## src/rtl/timer_pkg.sv

```systemverilog
// Shared definitions for the BCD countdown timer: digit width, digit limits,
// run-control state encoding and a digit clamp helper.
package timer_pkg;

    localparam int DIGIT_W = 4;

    localparam logic [DIGIT_W-1:0] BCD_MAX_ONES = 4'd9;
    localparam logic [DIGIT_W-1:0] BCD_MAX_TENS = 4'd5;

    typedef enum logic {
        STOPPED = 1'b0,
        RUNNING = 1'b1
    } state_t;

    // Saturate a loaded digit to the largest value that digit may hold.
    function automatic logic [DIGIT_W-1:0] clamp_digit(input logic [DIGIT_W-1:0] v,
                                                       input logic [DIGIT_W-1:0] max_v);
        return (v > max_v) ? max_v : v;
    endfunction

endpackage

```

## src/rtl/bcd_digit_down.sv

```systemverilog
// One BCD down-counting digit that wraps 0 -> MAX and reports a borrow.
// Load has priority over decrement; loaded values are clamped to MAX.
module bcd_digit_down
    import timer_pkg::*;
#(
    parameter logic [DIGIT_W-1:0] MAX = BCD_MAX_ONES
) (
    input  logic               clock,
    input  logic               clr,
    input  logic               load,
    input  logic [DIGIT_W-1:0] load_val,
    input  logic               dec,
    output logic [DIGIT_W-1:0] digit,
    output logic               borrow,
    output logic               is_zero
);

    // Digit register: clamped load, else wrap-around decrement.
    always_ff @(posedge clock or posedge clr) begin
        if (clr) begin
            digit <= '0;
        end else if (load) begin
            digit <= clamp_digit(load_val, MAX);
        end else if (dec) begin
            digit <= (digit == '0) ? MAX : digit - 1'b1;
        end
    end

    assign is_zero = (digit == '0);
    assign borrow  = dec && is_zero;

endmodule

```

## src/rtl/bcd_countdown_timer.sv

```systemverilog
// mm:ss BCD countdown timer with prescaler, start/stop control, shadowed
// preset with optional auto-reload, expiry pulse and preset validation.
// Command priority within a cycle: clr > load > stop > start > tick.
// Digit index 0 is seconds ones, 1 is seconds tens, 2.. are minute digits.
module bcd_countdown_timer
    import timer_pkg::*;
#(
    parameter int MIN_DIGITS = 2,
    parameter int TICK_DIV   = 1
) (
    input  logic                    clock,
    input  logic                    clr,
    input  logic                    load,
    input  logic [3:0]              preset_sec_ones,
    input  logic [3:0]              preset_sec_tens,
    input  logic [4*MIN_DIGITS-1:0] preset_mins,
    input  logic                    start,
    input  logic                    stop,
    input  logic                    reload_mode,
    output logic [3:0]              sec_ones,
    output logic [3:0]              sec_tens,
    output logic [4*MIN_DIGITS-1:0] mins,
    output logic                    running,
    output logic                    zero,
    output logic                    done,
    output logic                    load_err
);

    localparam int NDIG = MIN_DIGITS + 2;
    localparam int CW   = DIGIT_W * NDIG;
    localparam int PW   = (TICK_DIV > 1) ? $clog2(TICK_DIV) : 1;
    localparam logic [PW-1:0] PMAX = PW'(TICK_DIV - 1);

    state_t          state, state_n;
    logic [PW-1:0]   presc;
    logic [CW-1:0]   shadow_q;
    logic [CW-1:0]   preset_all;
    logic [CW-1:0]   preset_clamped;
    logic [CW-1:0]   dig_val;
    logic [CW-1:0]   dig_q;
    logic [NDIG-1:0] dig_dec;
    logic [NDIG-1:0] dig_borrow;
    logic [NDIG-1:0] dig_zero;
    logic            tick;
    logic            dec_en;
    logic            reload;
    logic            expiry;
    logic            underflow;
    logic            preset_bad;

    assign preset_all = {preset_mins, preset_sec_tens, preset_sec_ones};

    for (genvar k = 0; k < NDIG; k++) begin : g_digit
        localparam logic [DIGIT_W-1:0] DMAX = (k == 1) ? BCD_MAX_TENS : BCD_MAX_ONES;

        assign preset_clamped[k*DIGIT_W +: DIGIT_W] =
            clamp_digit(preset_all[k*DIGIT_W +: DIGIT_W], DMAX);

        bcd_digit_down #(.MAX(DMAX)) u_digit (
            .clock    (clock),
            .clr      (clr),
            .load     (load || reload),
            .load_val (dig_val[k*DIGIT_W +: DIGIT_W]),
            .dec      (dig_dec[k]),
            .digit    (dig_q[k*DIGIT_W +: DIGIT_W]),
            .borrow   (dig_borrow[k]),
            .is_zero  (dig_zero[k])
        );
    end

    assign preset_bad = (preset_clamped != preset_all);
    assign dig_val    = load ? preset_all : shadow_q;
    assign dig_dec    = {dig_borrow[NDIG-2:0], dec_en};
    assign zero       = &dig_zero;

    // A tick never fires in a cycle that carries a load or stop command.
    assign tick   = (state == RUNNING) && (presc == PMAX) && !load && !stop;
    assign dec_en = tick && !zero;
    assign reload = tick && zero && reload_mode;
    // Expiry: this decrement moves the count from 00..:01 to all zero.
    assign expiry = dec_en && (dig_q[DIGIT_W-1:0] == 4'd1) && (&dig_zero[NDIG-1:1]);
    // Borrow out of the top digit would mean a wrapped count; treat as a halt.
    assign underflow = dig_borrow[NDIG-1];

    // Run-control state register.
    always_ff @(posedge clock or posedge clr) begin
        if (clr) begin
            state <= STOPPED;
        end else begin
            state <= state_n;
        end
    end

    // Next-state logic; a load leaves the run state untouched.
    always_comb begin
        state_n = state;
        if (!load) begin
            case (state)
                STOPPED: begin
                    if (start && !stop && (!zero || reload_mode)) begin
                        state_n = RUNNING;
                    end
                end
                RUNNING: begin
                    if (stop) begin
                        state_n = STOPPED;
                    end else if ((expiry || zero) && !reload_mode) begin
                        state_n = STOPPED;
                    end else if (underflow) begin
                        state_n = STOPPED;
                    end
                end
                default: state_n = STOPPED;
            endcase
        end
    end

    // Prescaler runs only while RUNNING; idle, load and stop hold it at zero.
    always_ff @(posedge clock or posedge clr) begin
        if (clr) begin
            presc <= '0;
        end else if (load || stop || (state != RUNNING)) begin
            presc <= '0;
        end else if (presc == PMAX) begin
            presc <= '0;
        end else begin
            presc <= presc + 1'b1;
        end
    end

    // Shadow preset and validation flag, both captured on load.
    always_ff @(posedge clock or posedge clr) begin
        if (clr) begin
            shadow_q <= '0;
            load_err <= 1'b0;
        end else if (load) begin
            shadow_q <= preset_clamped;
            load_err <= preset_bad;
        end
    end

    // One-cycle expiry pulse, registered from the expiring tick.
    always_ff @(posedge clock or posedge clr) begin
        if (clr) begin
            done <= 1'b0;
        end else begin
            done <= expiry;
        end
    end

    assign running  = (state == RUNNING);
    assign sec_ones = dig_q[3:0];
    assign sec_tens = dig_q[7:4];
    assign mins     = dig_q[CW-1:8];

endmodule

```

## config.mk

```make
export PLATFORM = sky130hd
export DESIGN_NAME = bcd_countdown_timer
export DESIGN_NICKNAME = d
export VERILOG_FILES = /design/src/rtl/timer_pkg.sv /design/src/rtl/bcd_digit_down.sv /design/src/rtl/bcd_countdown_timer.sv
export SDC_FILE = /design/constraint.sdc
export NUM_CORES = 1
export LEC_CHECK = 0
export ABC_AREA = 1
export BUFFER_PORTS_ARGS = -buffer_cell sky130_fd_sc_hd__buf_2
export CAP_MARGIN = 10
export CORE_AREA = 2 2 57 72
export CTS_BUF_LIST = sky130_fd_sc_hd__clkbuf_16
export DETAILED_ROUTE_END_ITERATION = 8
export DIE_AREA = 0 0 59 74
export HOLD_SLACK_MARGIN = 0.06
export PLACE_DENSITY = 0.94
export SYNTH_ARGS = -nofsm -noshare
export SYNTH_HDL_FRONTEND = slang
export SYNTH_SLANG_ARGS = --single-unit
```

## constraint.sdc

```tcl
create_clock -name clock -period 2.8 [get_ports clock]
set_input_delay 0.56 -clock clock [delete_from_list [all_inputs] [get_ports clock]]
set_output_delay 0.56 -clock clock [all_outputs]
set_load 0.01 [all_outputs]
```

-- After elaboration in Yosys (flattened, before gate mapping)
Index checks and enable logic that the tools add are counted.
- register bits after elaboration: 36
- word-level logic and storage cells: 88
- add/sub/neg operators: 5
- magnitude comparators: 8
- equality and inequality tests: 2
- mux-type cells: 28
- bitwise logic cells: 2
- reductions and logical operators: 34
- operators by type and width (operator ; count):
    $mux W4 ; 20
    $gt A4 B4 Y1 const B ; 6
    $logic_not A4 Y1 ; 4
    $mux W16 ; 1
    $ne A16 B16 Y1 ; 1
    $sub A4 B1 Y4 const B ; 4
    $logic_and A1 B1 Y1 ; 15
    $gt A4 B3 Y1 const B ; 2
    $reduce_bool A2 Y1 ; 4
    $mux W1 ; 6
    $logic_or A1 B1 Y1 ; 5
    $eq A4 B1 Y1 const B ; 1
    $logic_not A1 Y1 ; 4
    $reduce_and A4 Y1 ; 1
    $reduce_and A3 Y1 ; 1
    $not A1 Y1 ; 2
    $pmux W1 S2 ; 1
    $add A1 B1 Y1 const B ; 1

-- Depth between registers and ports, before layout
Gate-level depths: netlist of the first run.
- word-level depth: 13
- depth in mapped cells: 10
- mapped depth without buffers: 10

-- Modules after synthesis
A second synthesis of the first run with hierarchy kept.
- cells, all modules: 303
- area total of the unflattened synthesis: 2122.0 um^2
- modules (own cells, without submodules) (module ; times used ; cells each ; area an instance (um^2) ; seq. area each (um^2)):
    bcd_countdown_timer ; 1 ; 128 ; 1022.2 ; 475.5
    bcd_digit_down at g_digit[0].u_digit ... ; 3 ; 45 ; 281.5 ; 100.1
    bcd_digit_down at g_digit[1].u_digit ; 1 ; 40 ; 255.2 ; 100.1

-- Worst setup path before layout of the first run
No wires, ideal clock.
- path type: register -> output
- start point: register g_digit[2].u_digit.digit[1]
- end point: output port zero
- arrival time: 1069 ps
- setup slack: 1171 ps
- cell stages (with the launch flop): 6
- path buffers: 0
- cells stage by stage: dfrtp_1 -> nor2_2 -> nand2_2 -> nor2_4 -> nand2_2 -> inv_1
- cells in the longest elaborated chain, start to end: 2
- RTL lines (element ; RTL line ; text):
    from (decl) ; bcd_digit_down.sv:13 ; output logic [DIGIT_W-1:0] digit,
    from (signal assigned) ; bcd_digit_down.sv:23 ; digit <= clamp_digit(load_val, MAX);
    from (signal assigned) ; bcd_digit_down.sv:25 ; digit <= (digit == '0) ? MAX : digit - 1'b1;
    $logic_not A4 Y1 ; bcd_digit_down.sv:29 ; assign is_zero = (digit == '0);
    $reduce_and A4 Y1 ; bcd_countdown_timer.sv:74 ; assign zero = &dig_zero;
    to (decl) ; bcd_countdown_timer.sv:24 ; output logic zero,
Every way passes these cells.

-- Worst setup path in the final report of the first run
- start point: register g_digit[3].u_digit.digit[2]
- end point: output port zero
- cells in the longest elaborated chain, start to end: 2
- RTL lines (element ; RTL line):
    from (decl) ; bcd_digit_down.sv:13
    from (signal assigned) ; bcd_digit_down.sv:23
    from (signal assigned) ; bcd_digit_down.sv:25
    $logic_not A4 Y1 ; bcd_digit_down.sv:29
    $reduce_and A4 Y1 ; bcd_countdown_timer.sv:74
Every way passes these cells.

==> reports/metrics.yaml, run 1 <==
clock_tree:
  clockBufferDepth: 2
  h-tree-depth: 2
  cts.sinks: 35
  ctsResizeCount: 0
  cts_buffers: 5
  clock-root-buffer: "clkbuf_16"
  hold_buffers: 0
  cts_tree: "done"
  clk_pin_slew_ns: 0.05
  clk_latency_ns: 0.28
  cts_setup_buffers: 0
timing:
  worst_slew_pin_slew_ns: 0.476
  relSlewSlack: 0.682
  tns_ns: 0
  clock.fmax_ghz: 0.487
  min_period_ns: 2.05
  finalHoldViolations: 0
  final.setup_skew_ns: 0.00254
  maxSlewViolCount: 0
  rsz0062_at_grt: "no"
  setup_violations: 0
  post-route-period-util: 0.734
critical_path:
  critPathArrivalTime_ns: 1.49
  start_kind: "flip-flop"
  reg2regPathDepth: 9
  cp.required_ns: 2.24
  worst-setup-path-type: "flip-flop to output port"
  critPathMaxFanout: 6
  cp-end-kind: "output port"
  rrSetupSlack_ns: 0.93
synth:
  syn-num-nets: 320
  yosysSeqAreaShare: 0.417
  yosysWarnings: 0
  ys_ff_latch: 35
  syn_avg_cell_area_um2: 7.05
  yosys-top-cells-area: "dfrtp_1 (42%), nand2_1 (21%), nand3_1 (5.5%), inv_1 (5.4%), o21ai_0 (4.8%)"
  syn_inst: 298
  synth_top_area_frac: 0.417
  ys_types: 29
  synth.largest_area_cell: "dfrtp_1"
  syn-cell-area_um2: 2100
pwr:
  comb_power_share: 0.239
  switching_share: 0.323
  p_leak_nw: 1.39
  ir_drop_mv: 0.440
  clkPwrFrac: 0.351
  p_seq_frac: 0.410
  total_power_mw: 1.50
  intPower_mw: 1.02
  p_switching_uw: 486
  pwr_density_cell_nw_per_um2: 606
routing:
  drtPass1Iterations: 5
  routed_wirelength_mm: 4.75
  drc_errors: 0
  first_iter_violations: 100
  vias: 2080
  drt-wirelength-per-cell_um: 12.4
  post_drt_via_cell_ratio: 5.43
  ant_nets: 0
cells_and_area:
  syn_to_final_growth_pct: 17.8
  mostFrequentLayoutCells: "nand2_1 (116), buf_2 (41), dfrtp_1 (35)"
  antennaDiodeCount: 0
  drive_gt1_frac: 0.192
  nets: 364
  regArea_um2: 876
  final_common_cell: "nand2_1"
  fillers: 321
  multi_input_area_um2: 1070
global_routing:
  grt_pass1_vias: 1978
  grt_max_degree: 36
  grt_pass1_wl_mm: 8.21
  globalRouteOverflowTotal: 0
  antenna_found_initial: 0
  grt_usage: 0.246
place:
  port_buffers: 41
  dp_hpwl_mm: 3.47
  place_congestion: 0.904
die:
  initial_utilization: 0.569
  core_um2: 3690
  die_area_um2: 4370
  boundaryPins: 42
  die_w_um: 59
  die_y_um: 74
  rows: 25
status:
  status: "finished clean"
run:
  drv_cap: 0
worst_hold_path:
  hold_class: "input pin to async pin"
==> power groups by stage <==
stage	registers, mW	clock network (mW)	logic [mW]
5_1_grt	0.623	0.547	0.413
6_report	0.615	0.527	0.359
4_1_cts	0.614	0.533	0.360
2_1_floorplan	0.631	0	0.232
3_5_place_dp	0.622	0	0.355
3_3_place_gp	0.621	0	0.346
==> final cells by class <==
cell class,count,share of cell area
well taps,40,0.0202
clock inverters,3,0.00606
flip-flops and latches,35,0.354
inverters,32,0.0485
clock buffers,5,0.0505
repair buffers,43,0.0889
multi-input cells,225,0.432
==> metal layers <==
metal	vias to the layer above	GRT usage	routed length, um
met2	64	0.431	2400
met1	956	0.296	2030
met4	0	0.0884	82
met5	-	0	0
li1	1050	-	-
met3	10	0.0522	241
==> synth_stat cells <==
| master | number |
|---|---|
| o21a_1 | 1 |
| a21oi_1 | 12 |
| nor3_1 | 3 |
| mux2i_1 | 3 |
| o21bai_1 | 1 |
| nor3b_1 | 1 |
| and3_1 | 1 |
| nand2_2 | 3 |
| nor3_4 | 1 |
| or2_2 | 1 |
| nand2_4 | 2 |
| nand3b_1 | 2 |
| a41oi_1 | 1 |
| nand2_1 | 116 |
| nor2_4 | 4 |
| dfrtp_1 | 35 |
| o21ai_0 | 20 |
| o21ai_1 | 1 |
| o31ai_1 | 1 |
| nand3_1 | 23 |
| buf_6 | 1 |
| o22ai_1 | 1 |
| nor2_2 | 1 |
| nand4_1 | 5 |
| inv_1 | 30 |
| buf_2 | 5 |
| inv_2 | 2 |
| nor2_1 | 20 |
| nand4_4 | 1 |
==> kinds of logic after synthesis <==
family / synth area share
multiplexers: 0.0143
buffers and inverters: 0.0744
AO/OA/AOI/OAI: 0.0964
AND/OR/NAND/NOR: 0.398
flip-flops: 0.417
==> per-stage QoR <==
step | instance area (um^2) | util | std cells | hold slack, ns | worst slack [ns]
floorplan | 2100 | - | 298 | 0.431 | 1.17
global placement | 2340 | 0.633 | 375 | 0.449 | 0.764
detailed placement | 2340 | 0.633 | 375 | 0.460 | 0.682
CTS | 2480 | 0.671 | 383 | 0.386 | 0.754
global route | 2480 | 0.671 | 383 | 0.426 | 0.615
finish | 2480 | 0.671 | 383 | 0.370 | 0.746
==> sequential cells by signal (all words and copies together), names as in the netlist <==
register and cells:
running 1, done 1, load_err 1, g_digit.u_digit.digit 16, shadow_q 16
==> worst max-delay path: stages, from the launching register on <==
cell	delay, ns
dfrtp_1	0.44
nor2_1	0.17
nand2_1	0.13
nor2_4	0.17
nand2_2	0.12
inv_1	0.06
buf_2	0.12
==> path summary, 6_finish.rpt <==
kind,start,end
max,g_digit[3].u_digit.digit[2],zero
min,clr,shadow_q[11]
max reg2reg,g_digit[3].u_digit.digit[2],g_digit[2].u_digit.digit[2]
min reg2reg,shadow_q[7],shadow_q[7]
max in group asynchronous,clr,g_digit[3].u_digit.digit[0]
min in group clock,shadow_q[7],shadow_q[7]
No activity file was read; power rests on OpenSTA's default activity.
==> run 2, diff against run 1 <==
- CORE_AREA: 2 2 57 72 -> 2 2 59 75
- DIE_AREA: 0 0 59 74 -> 0 0 61 77
- PLACE_DENSITY: 0.94 -> 0.89
- clock period: 2.8 -> 2 ns (I/O delays scaled with it)
==> reports/metrics.yaml, run 2 (synthesis gave the netlist of run 1 again) <==
global_routing:
  grt_pass1_wl_mm: 8.51
  grt_max_degree: 36
  antenna_found_initial: 0
  grt_pass1_vias: 2033
  grt_usage: 0.231
  globalRouteOverflowTotal: 0
critical_path:
  reg2regPathDepth: 9
  start_kind: "flip-flop"
  worst-setup-path-type: "flip-flop to output port"
  critPathLaunch: "g_digit[0].u_digit.digit[0]"
  cp.required_ns: 1.60
  r2r-start: "g_digit[0].u_digit.digit[0]"
  critPathMaxFanout: 6
  cp-end-kind: "output port"
  critPathArrivalTime_ns: 1.50
  rr_endpoint: "g_digit[2].u_digit.digit[3]"
  rrSetupSlack_ns: 0.30
timing:
  hold_ws_ns: 0.198
  relSlewSlack: 0.711
  tns_ns: 0
  setup_violations: 0
  worst_slew_pin_slew_ns: 0.434
  finalWorstSetupSlack_ns: 0.103
  maxSlewViolCount: 0
  finalHoldViolations: 0
  rsz0062_at_grt: "no"
  final.setup_skew_ns: 0.00600
  post-route-period-util: 0.949
  min_period_ns: 1.90
  clock.fmax_ghz: 0.527
routing:
  drt-wirelength-per-cell_um: 12.0
  first_iter_violations: 81
  routed_wirelength_mm: 4.83
  drc_errors: 0
  post_drt_via_cell_ratio: 5.19
  drtPass1Iterations: 4
  ant_nets: 0
  vias: 2082
die:
  die_w_um: 61
  die_y_um: 77
  die_area_um2: 4700
  boundaryPins: 42
  rows: 26
  core_um2: 4000
  initial_utilization: 0.525
place:
  place_congestion: 0.860
  port_buffers: 41
  dp_hpwl_mm: 3.54
  dpl_worst_slack_ns: 0.251
cells_and_area:
  syn_to_final_growth_pct: 21.1
  drive_gt1_frac: 0.197
  mostFrequentLayoutCells: "nand2_1 (116), buf_2 (41), dfrtp_1 (35)"
  fillers: 354
  reg_top3: "g_digit.u_digit.digit x16, shadow_q x16"
  final_util: 0.636
  antennaDiodeCount: 0
  nets: 366
  final_common_cell: "nand2_1"
clock_tree:
  cts_setup_buffers: 0
  cts.sinks: 35
  clk_pin_slew_ns: 0.06
  ctsResizeCount: 0
  clk_latency_ns: 0.28
  cts_buffers: 5
  h-tree-depth: 2
  cts_tree: "done"
  hold_buffers: 0
  clock-root-buffer: "clkbuf_16"
  clockBufferDepth: 2
status:
  status: "finished clean"
pwr:
  p_leak_nw: 1.41
  ir_drop_mv: 0.514
  pwr_density_cell_nw_per_um2: 885
run:
  drv_cap: 0
worst_hold_path:
  hold_class: "input pin to async pin"
==> run 2: cell types whose count changed in the layout (fill, tap and decap cells not counted) <==
cell,previous run,this run
clkinv_2,3,1
clkinv_4,0,1
bufinv_16,0,1
buf_4,2,4
nor2_2,1,0
nor2_4,4,5
==> run 2: final cells by class <==
cell class / instances / area, um^2 / share of cell area
sequential: 35 / 876 / 0.344
timing repair buffer: 45 / 235 / 0.0924
inverter: 32 / 120 / 0.0472
clock buffer: 5 / 125 / 0.0492
clock inverter: 3 / 43.8 / 0.0172
tap: 56 / 70.1 / 0.0275
multi-input combinational: 225 / 1070 / 0.422
==> run 2: stage by stage <==
| stage | area [um^2] | std cells | total power, mW |
|---|---|---|---|
| 2_1_floorplan | 2100 | 298 | 1.21 |
| 5_1_grt | 2540 | 401 | 2.37 |
| 4_1_cts | 2540 | 401 | 2.26 |
| 3_3_place_gp | 2370 | 393 | 1.36 |
| 3_5_place_dp | 2370 | 393 | 1.37 |
| 6_report | 2540 | 401 | 2.25 |
==> run 2: worst max-delay path by stage <==
stage | endpoint | slack [ns] | cells past startpoint
floorplan | g_digit[1].u_digit.digit[1] | 0.47 | 10
global placement | g_digit[0].u_digit.digit[1] | 0.27 | 8
detailed placement | g_digit[2].u_digit.digit[3] | 0.25 | 8
CTS | zero | 0.08 | 6
global route | zero | 0.003 | 6
finish | zero | 0.10 | 6
==> run 2: critical path, stage by stage (launching register included) <==
cell     delay (ns)
dfrtp_1        0.45
nor2_4         0.16
nand2_2        0.13
nor2_4         0.15
nand2_2        0.12
inv_1          0.07
buf_2          0.12
==> run 2: power breakdown <==
part,switching [mW],internal (mW)
Combinational,0.324,0.185
Clock,0.295,0.587
Sequential,0.0747,0.787
Total,0.694,1.56
==> run 2: layer usage <==
| metal | global-route usage | vias to the layer above | share of wire |
|---|---|---|---|
| li1 | - | 1042 | - |
| met1 | 0.285 | 941 | 0.41 |
| met2 | 0.376 | 86 | 0.49 |
| met3 | 0.0540 | 13 | 0.070 |
| met4 | 0.0957 | 0 | 0.022 |
| met5 | 0 | - | 0 |
==> run 3, diff against run 2 <==
==> constraint.sdc (replaced) <==
create_clock -name clock -period 2 [get_ports clock]
set_input_delay 0.3 -clock clock [delete_from_list [all_inputs] [get_ports clock]]
set_output_delay 0.3 -clock clock [all_outputs]
set_load 0.01 [all_outputs]
==> reports/metrics.yaml, run 3 (synthesis gave the netlist of run 1 again) <==
die:
  die_w_um: 61
  boundaryPins: 42
  die_y_um: 77
  initial_utilization: 0.525
  rows: 26
  die_area_um2: 4700
  core_um2: 4000
place:
  place_congestion: 0.894
  dp_hpwl_mm: 3.42
  port_buffers: 41
  dpl_worst_slack_ns: 0.301
clock_tree:
  clk_latency_ns: 0.28
  cts_buffers: 5
  clk_pin_slew_ns: 0.05
  hold_buffers: 0
  ctsResizeCount: 0
  h-tree-depth: 2
  cts_tree: "done"
  clock-root-buffer: "clkbuf_16"
  cts_setup_buffers: 0
  cts.sinks: 35
  clockBufferDepth: 2
routing:
  routed_wirelength_mm: 4.68
  vias: 2089
  drc_errors: 0
  drt-wirelength-per-cell_um: 11.7
  ant_nets: 0
  first_iter_violations: 98
  drtPass1Iterations: 4
  post_drt_via_cell_ratio: 5.21
critical_path:
  cp-end-kind: "output port"
  start_kind: "flip-flop"
  worst-setup-path-type: "flip-flop to output port"
  slowest_delay_ns: 0.41
  cp.required_ns: 1.70
  cp_cell_sequence: "nor2_2 > nand2_2 > nor2_4 > nand2_2 > inv_1 > buf_2"
  critPathMaxFanout: 5
  crit_top_cell: "nand2_2"
  critPathArrivalTime_ns: 1.52
  slowest_stage: "dfrtp_1"
pwr:
  intPower_mw: 1.42
  p_switching_uw: 679
  clkPwrFrac: 0.353
  p_leak_nw: 1.40
  comb_power_share: 0.239
  ir_drop_mv: 0.634
  switching_share: 0.323
  pwr_density_cell_nw_per_um2: 837
  p_seq_frac: 0.408
timing:
  setup_violations: 0
  post-route-period-util: 0.912
  relSlewSlack: 0.708
  finalWorstSetupSlack_ns: 0.176
  clock.fmax_ghz: 0.548
  worst_slew_pin_slew_ns: 0.437
  rsz0062_at_grt: "no"
  maxSlewViolCount: 0
  finalHoldViolations: 0
  tns_ns: 0
  final.setup_skew_ns: 0.00335
  min_period_ns: 1.82
status:
  status: "finished clean"
cells_and_area:
  syn_to_final_growth_pct: 19.5
  reg_top3: "g_digit.u_digit.digit x16, shadow_q x16"
  nets: 366
  mostFrequentLayoutCells: "nand2_1 (116), buf_2 (41), dfrtp_1 (35)"
  final_common_cell: "nand2_1"
  antennaDiodeCount: 0
  drive_gt1_frac: 0.197
worst_hold_path:
  hold_class: "input pin to async pin"
run:
  drv_cap: 0
global_routing:
  grt_pass1_wl_mm: 8.32
  grt_max_degree: 36
  antenna_found_initial: 0
  grt_usage: 0.229
  grt_pass1_vias: 1948
  globalRouteOverflowTotal: 0
==> run 3: cell count changes in the layout (fill, tap and decap cells not counted), sizes merged <==
cell / previous run / this run
clkinv: 2 / 3
bufinv: 1 / 0
==> run 3: critical path, delay by kind of cell (launching register included) <==
kind          cells  cell delay (ns)
simple gates      4             0.63
flops             1             0.41
buf+inv           2             0.19
==> run 3: final timing paths <==
path	slack [ns]	cells past startpoint	startpoint	endpoint
max	0.18	6	g_digit[2].u_digit.digit[1]	zero
min	0.11	3	clr	shadow_q[9]
max reg2reg	0.29	10	g_digit[2].u_digit.digit[1]	g_digit[1].u_digit.digit[2]
min reg2reg	0.47	2	shadow_q[7]	shadow_q[7]
max in group asynchronous	1.58	3	clr	shadow_q[15]
min in group clock	0.25	2	preset_mins[3]	shadow_q[9]
==> run 3: area by class of cell <==
cell class | instances | area (um^2)
Fill cell | 363 | 1490
Inverter | 32 | 120
Clock buffer | 5 | 125
Tap cell | 56 | 70.1
Multi-Input combinational cell | 225 | 1070
Clock inverter | 3 | 15.0
Sequential cell | 35 | 876
Timing Repair Buffer | 45 | 235
==> run 3: power groups by stage <==
stage                     Sequential [mW]  Combinational (mW)  Clock (mW)
after global placement              0.865               0.489           0
after detailed placement            0.870               0.498           0
after global routing                0.871               0.576       0.782
after CTS                           0.858               0.503       0.751
after floorplan                     0.884               0.325           0
final                               0.858               0.503       0.742
==> run 3: layer usage <==
layer | track usage | part of all wire | vias to the layer above
li1 | - | - | 1047
met1 | 0.294 | 0.43 | 962
met2 | 0.363 | 0.49 | 72
met3 | 0.0556 | 0.063 | 8
met4 | 0.0891 | 0.016 | 0
met5 | 0 | 0 | -
==> run 3: metrics by stage <==
stage	hold slack (ns)	util	std cells	total power [mW]	instance area (um^2)
final	0.109	0.628	401	2.10	2510
after global routing	0.170	0.628	401	2.23	2510
after CTS	0.124	0.628	401	2.11	2510
after detailed placement	0.419	0.593	393	1.37	2370
after global placement	0.415	0.593	393	1.35	2370
after floorplan	0.396	-	298	1.21	2100
